## config.mk

```make
export PLATFORM = sky130hd
export DESIGN_NAME = branch_unit
export DESIGN_NICKNAME = d
export VERILOG_FILES = /design/src/rtl/branch_unit.sv
export SDC_FILE = /design/constraint.sdc
export NUM_CORES = 1
export LEC_CHECK = 0
export BUFFER_PORTS_ARGS = -buffer_cell sky130_fd_sc_hd__buf_2
export CAP_MARGIN = 20
export CORE_MARGIN = 8
export CORE_UTILIZATION = 45
export DETAILED_ROUTE_END_ITERATION = 12
export SLEW_MARGIN = 20
export SYNTH_ARGS = -nofsm -noshare
export SYNTH_HDL_FRONTEND = slang
export SYNTH_SLANG_ARGS = --single-unit
```

## constraint.sdc

```tcl
create_clock -name clk -period 16.2 [get_ports clk]
set_input_delay 3.24 -clock clk [delete_from_list [all_inputs] [get_ports clk]]
set_output_delay 3.24 -clock clk [all_outputs]
set_load 0.03 [all_outputs]
```

## src/rtl/branch_unit.sv

```systemverilog
// Branch decision stage: holds the ALU flags and a jump-target LUT, and turns
// the decoded branch op into the PC jump controls. HALT freezes the PC until reset.
module branch_unit #(
    parameter int D = 12,
    parameter int L = 4,
    parameter int C = 16
) (
    input  logic         clk,
    input  logic         reset,
    input  logic         flag_we,
    input  logic         z_in,
    input  logic         c_in,
    input  logic         n_in,
    input  logic [2:0]   br_op,
    input  logic [L-1:0] lut_idx,
    input  logic         lut_we,
    input  logic [L-1:0] lut_waddr,
    input  logic [D-1:0] lut_wdata,
    output logic         branch_en,
    output logic         reljump_en,
    output logic         absjump_en,
    output logic [D-1:0] target,
    output logic         done,
    output logic [C-1:0] taken_cnt
);
    localparam int N = 2 ** L;

    localparam logic [2:0] OP_NOP  = 3'd0;
    localparam logic [2:0] OP_BZ   = 3'd1;
    localparam logic [2:0] OP_BNZ  = 3'd2;
    localparam logic [2:0] OP_BC   = 3'd3;
    localparam logic [2:0] OP_BN   = 3'd4;
    localparam logic [2:0] OP_JREL = 3'd5;
    localparam logic [2:0] OP_JABS = 3'd6;
    localparam logic [2:0] OP_HALT = 3'd7;

    typedef enum logic {ST_RUN, ST_DONE} state_t;

    state_t       state_reg;
    logic         done_reg;
    logic         z_reg, c_reg, n_reg;
    logic [C-1:0] cnt_reg;
    logic [D-1:0] lut_mem [N];
    logic [D-1:0] lut_rd;

    logic         branch_next;
    logic         rel_next;
    logic         abs_next;
    logic [D-1:0] target_next;
    logic         run_taken;

    // Flags are only ever read from the registers, so a same-cycle branch sees the old values.
    always_ff @(posedge clk or posedge reset) begin
        if (reset) begin
            z_reg <= 1'b0;
            c_reg <= 1'b0;
            n_reg <= 1'b0;
        end else if (flag_we) begin
            z_reg <= z_in;
            c_reg <= c_in;
            n_reg <= n_in;
        end
    end

    always_ff @(posedge clk or posedge reset) begin
        if (reset) begin
            for (int i = 0; i < N; i++) begin
                lut_mem[i] <= '0;
            end
        end else if (lut_we) begin
            lut_mem[lut_waddr] <= lut_wdata;
        end
    end

    assign lut_rd = lut_mem[lut_idx];

    always_comb begin
        branch_next = 1'b0;
        rel_next    = 1'b0;
        abs_next    = 1'b0;
        target_next = '0;
        if (state_reg == ST_DONE || br_op == OP_HALT) begin
            // Relative jump by zero keeps the PC parked on the HALT address.
            branch_next = 1'b1;
            rel_next    = 1'b1;
        end else begin
            case (br_op)
                OP_BZ, OP_BNZ, OP_BC, OP_BN: begin
                    if ((br_op == OP_BZ  &&  z_reg) ||
                        (br_op == OP_BNZ && !z_reg) ||
                        (br_op == OP_BC  &&  c_reg) ||
                        (br_op == OP_BN  &&  n_reg)) begin
                        branch_next = 1'b1;
                        rel_next    = 1'b1;
                        target_next = lut_rd;
                    end
                end
                OP_JREL: begin
                    branch_next = 1'b1;
                    rel_next    = 1'b1;
                    target_next = lut_rd;
                end
                OP_JABS: begin
                    branch_next = 1'b1;
                    abs_next    = 1'b1;
                    target_next = lut_rd;
                end
                default: ;
            endcase
        end
    end

    assign run_taken = (state_reg == ST_RUN) && (br_op != OP_HALT) && branch_next;

    always_ff @(posedge clk or posedge reset) begin
        if (reset) begin
            state_reg <= ST_RUN;
            done_reg  <= 1'b0;
        end else begin
            case (state_reg)
                ST_RUN: begin
                    if (br_op == OP_HALT) begin
                        state_reg <= ST_DONE;
                        done_reg  <= 1'b1;
                    end
                end
                ST_DONE: begin
                    state_reg <= ST_DONE;
                    done_reg  <= 1'b1;
                end
                default: begin
                    state_reg <= ST_RUN;
                    done_reg  <= 1'b0;
                end
            endcase
        end
    end

    always_ff @(posedge clk or posedge reset) begin
        if (reset) begin
            cnt_reg <= '0;
        end else if (run_taken && cnt_reg != {C{1'b1}}) begin
            cnt_reg <= cnt_reg + C'(1);
        end
    end

    // Decision outputs are combinational; hold them at zero while reset is asserted.
    assign branch_en  = branch_next & ~reset;
    assign reljump_en = rel_next & ~reset;
    assign absjump_en = abs_next & ~reset;
    assign target     = reset ? '0 : target_next;
    assign done       = done_reg;
    assign taken_cnt  = cnt_reg;

endmodule

```

# [Word level (Yosys, flattened, before mapping)]
# Cells that the tools add are included.
[totals] output_inout_bits=32 in_bits=30 register_bits=213
[op_classes] bitwise_logic=7 n_lt_le_gt_ge=3 reduce_logical=15 n_mux=21 addsub=1 n_eq_ne=10
[ops] operator="$bwmux 192" n=1
[ops] operator="$mux 12" n=6
[ops] operator="$bmux 12 s4" n=1
[ops] operator="$demux 12 s4" n=1
[ops] operator="$pmux 12 s2" n=1
[ops] operator="$add 16x1->16 const B" n=1
[ops] operator="$ne 16x16->1 const B" n=1
[ops] operator="$eq 3x3->1 const B" n=4
[ops] operator="$ge 5x5->1 const B" n=2
[ops] operator="$not 4->5" n=2
[ops] operator="$logic_and 1x1->1" n=8
[ops] operator="$pmux 1 s2" n=4
[ops] operator="$mux 1" n=7
[ops] operator="$eq 3x2->1 const B" n=2
[ops] operator="$lt 5x1->1 const B" n=1
[ops] operator="$logic_or 1x1->1" n=4
[ops] operator="$reduce_or 4->1" n=1
[ops] operator="$and 1x1->1" n=3
[ops] operator="$eq 3x1->1 const B" n=1
[ops] operator="$ne 3x3->1 const B" n=1
[ops] operator="$ne 2x2->1 const B" n=1
[ops] operator="$not 1->1" n=2
[ops] operator="$reduce_or 2->1" n=1
[ops] operator="$logic_not 1->1" n=1

# [Logic depth before layout (Yosys ltp)]
[depth] ltp_word=10 ltp_mapped=6

# [Worst setup path after synthesis]
# No wires, ideal clock.
[synth_timing] kind="input port to output port" startpoint="input port reset" endpoint="output port target[1]" setup_slack_ns=3.856 t_arrival_ns=9.104 n_path_buf=1 t_required_ns=12.960 stages=4 path_cell_list="inv_1 > nand2b_1 > clkbuf_1 > nor3_1"
[synth_via] elab_chain_cells=1
[synth_rtl] item="start: declaration" line_no="9" text="input logic reset,"
[synth_rtl] item="$mux 12" line_no="151" text="assign target = reset ? '0 : target_next;"
[synth_rtl] item="end: declaration" line_no="22" text="output logic [D-1:0] target,"
# No other way between the ends.

# [Worst setup path in the final report]
[layout_timing] startpoint="input port br_op[2]" endpoint="output port target[3]"
[layout_via] elab_chain_cells=9
[layout_rtl] item="start: declaration" line_no="14" text="input logic [2:0] br_op,"
[layout_rtl] item="$eq 3x1->1 / $eq 3x2->1 (equally long branches)" line_no="87, 89, 90"
[layout_rtl] item="$logic_and 1x1->1, on equally long branches" line_no="89, 90"
[layout_rtl] item="$logic_or 1x1->1" line_no="89" text="if ((br_op == OP_BZ && z_reg) ||"
[layout_rtl] item="$logic_or 1x1->1" line_no="90" text="(br_op == OP_BNZ && !z_reg) ||"
[layout_rtl] item="$logic_or 1x1->1" line_no="91" text="(br_op == OP_BC && c_reg) ||"
[layout_rtl] item="$mux 12" line_no="89"
[layout_rtl] item="$pmux 12 s2" line_no="87" text="case (br_op)"
[layout_rtl] item="$mux 12 *" line_no="82" text="if (state_reg == ST_DONE || br_op == OP_HALT) begin"
[layout_rtl] item="$mux 12 *" line_no="151"
# Mark *: on every way between the ends. The rest lies on a longest branch, timed or not.

==> impl_metrics.tcl <==
set metrics [dict create \
    largest_register_ffs 192 \
    slew-limit-headroom 0.250 \
    min_path_type "reg -> reg" \
    routabilityCongestion 0.745 \
    setup_ws_ps 7550 \
    cp.depth 7 \
    final_util 0.522 \
    cts_max_level 1 \
    cp_cell_sequence "buf_2 > o22ai_1 > nor2_1 > o21ai_2 > nand2b_1 > nor3_1 > buf_2" \
    critPathLaunchType "input pin" \
    syn_area_um2 9730 \
    synth_area_per_cell_um2 15.1 \
    grt_first_pass_wirelength_mm 36.7 \
    ctsHoldBuffers 0 \
    syn_nets 677 \
    overflow 0 \
    period_share 0.534 \
    port_buffers 61 \
    row_count 53 \
    synth_top_area_frac 0.548 \
    yosys.area_share.simple 0.0538 \
    via_count 5723 \
    antenna_left 0 \
    setup_viol 0 \
    worstHoldPathCells 1 \
    vias_per_cell 5.79 \
    top_usage_layer "met2" \
    synthXorXnorAreaFrac 0.0108 \
    die_w_um 163 \
    synth_fa_ha_area_frac 0.00129 \
    cts_buffer_depth 3 \
    syn_inst 646 \
    syn2layout_area_growth_pct 13.4 \
    dp_hpwl_mm 13.8 \
    synthTopCellsByCount "213 x dfrtp_1, 193 x mux2_2, 48 x mux4_2, 25 x o22ai_1, 22 x buf_2" \
    power_mw 1.50 \
    drt-initial-drc-count 381 \
    synth-async-reset-ratio 1.00 \
    ys_seq_area_frac 0.548 \
    skew_ps 6.04 \
    crit_family "simple AND/OR/NAND/NOR gates" \
    cts_made_buffers 24 \
    hold_viol 0 \
    grt_use_met3 0.0345 \
    fin_crit_ps 8650 \
    slowest_stage "nand2b_1" \
    die_h_um 163 \
    fmax_ghz 0.116 \
    cts.repair.resized 0 \
    drive_above_1_share 0.512 \
    critPathArrivalTime_ps 5410 \
    core-area_um2 21200 \
    synthFlopType "dfrtp_1" \
    fillers 1734 \
    post-synth-top-area-cell "dfrtp_1" \
    drv_cap 0 \
    ys_seq_elements 213 \
    grt_usage 0.178 \
    start_util 0.460 \
    wl_per_cell_um 23.0 \
    synth_area_leaders "dfrtp_1 55%, mux2_2 22%, mux4_2 11%, o22ai_1 1.6%, buf_2 1.1%" \
    worstPathMaxFanout 16 \
    multi_input_area_um2 4200 \
    antenna_found_initial 0 \
    crit_buf_inv 2 \
    setup-tns-final_ps 0 \
    synth.mux.area_fraction 0.341 \
    synth_most_common_cell "dfrtp_1" \
    path_class "in -> out" \
    layout.nets 727 \
    dpl_worst_slack_ps 7220 \
    powerDensity_nw_per_um2 136 \
    drc 0 \
    routed_wl_mm 22.8 \
    cts.sinks 213 \
    cpPeakStageDelay_ps 770 \
    synth-edff-count 0 \
    synth_top_family_by_area "multiplexers" \
    tritoncts "yes" \
    required_ps 12960 \
    worstMarginPinSlew_ps 1120 \
    ff_latch_area_um2 5330 \
    cpMostUsedCell "buf_2" \
    clock_latency_ps 500 \
    rr_worst_depth 5 \
    grt.met1_usage 0.226 \
    post_cts_buffers 0 \
    slew_viol_final 0 \
    grt_pass1_vias 6301 \
    status "finished clean" \
    ys_types 40 \
    regMostFlops "lut_mem" \
    peakVddDrop_uv 109 \
    die-area_um2 26600 \
    rsz0062_at_grt "false" \
    path_clk_slew_ps 60 \
    p_leak_nw 4.76 \
    io_pins 62 \
    grt_max_degree 150 \
    critPathCaptureType "output pin" \
    grtUsageMet2 0.305 \
    synth.yosys.warnings 0 \
    synth_compound_area_frac 0.0230 \
    first_pass_iters 4 \
    cts_root_buffer "clkbuf_16" \
    antenna_cells 0 \
]
## stage by stage
step | hold WS [ps] | area (µm²) | instances
after detailed placement | 460 | 10300 | 945
after global routing | 491 | 11000 | 988
after CTS | 474 | 11000 | 988
after global placement | 450 | 10300 | 945
final | 465 | 11000 | 988
after floorplan | 459 | 9730 | 646
## worst register-to-register path: stages, from the launching register on
cell and delay, ps:
dfrtp_1 410, nor2b_1 160, a21oi_1 180, o21ai_2 240, nor4_1 360, mux2_2 360
## logic make-up (layout without fill, tap and decap cells)
| group | Yosys count | count (layout) |
|---|---|---|
| AND/OR/NAND/NOR | 91 | 91 |
| multiplexers | 246 | 246 |
| buffers and inverters | 48 | 115 |
| AO/OA/AOI/OAI | 35 | 35 |
| flip-flops | 213 | 213 |
| XOR/XNOR | 12 | 12 |
| adder cells (fa/ha/maj) | 1 | 1 |
## power by group
part	leakage, nW	total, mW	internal, mW	switching, mW
clock	0.389	0.529	0.320	0.209
sequential	2.61	0.714	0.652	0.0629
combinational	1.76	0.257	0.153	0.104
## layer usage
| layer | wire, µm | up-vias |
|---|---|---|
| li1 | - | 2512 |
| met1 | 9600 | 3037 |
| met2 | 11400 | 134 |
| met3 | 1210 | 40 |
| met4 | 557 | 0 |
| met5 | 0 | - |
## cell type report
class / instances / area share
multi-input combinational: 385 / 0.380
inverter: 4 / 0.00249
sequential: 213 / 0.483
timing repair buffer: 68 / 0.0324
tap: 275 / 0.0312
clock inverter: 7 / 0.00544
clock buffer: 36 / 0.0650
## cell usage in the layout (no fill, tap or decap), types with 2 or more instances in the layout
master     synthesis  final
clkbuf_1          18      6
or3_1              2      2
clkbuf_8           0      5
nor3b_1            2      2
o22ai_1           25     25
clkinv_2           0      6
dfrtp_1          213    213
a31o_2             2      2
buf_2             22     61
mux4_2            48     48
nor4_1             2      2
nand2_1           10     10
nand4_1            5      5
nor2b_1            2      2
buf_4              3      7
xor2_1            12     12
a21oi_1            4      4
nand3_1            7      7
nor2_1            16      9
mux2_2           193    193
or2_2              2      2
nor2_2             1      8
nand3b_1           2      2
nor4b_1            2      2
nor3_1            20     20
inv_1              4      3
clkbuf_16          0     25
mux2_1             4      4
nand2b_1          11     11
## worst paths after layout
| kind | to | slack (ps) | from |
|---|---|---|---|
| max in group asynchronous | lut_mem[47]$_DFFE_PP0P_ | 11960 | reset |
| hold reg to reg | done$_DFFE_PP0P_ | 460 | done$_DFFE_PP0P_ |
| min in group asynchronous | state_reg$_DFF_PP0_ | 2880 | reset |
| setup reg to reg | taken_cnt[14]$_DFFE_PP0P_ | 14390 | z_reg$_DFFE_PP0P_ |
| setup / recovery | target[3] | 7550 | br_op[2] |
| hold / removal | done$_DFFE_PP0P_ | 460 | done$_DFFE_PP0P_ |
Note: power is estimated with default switching activity, not from simulation.
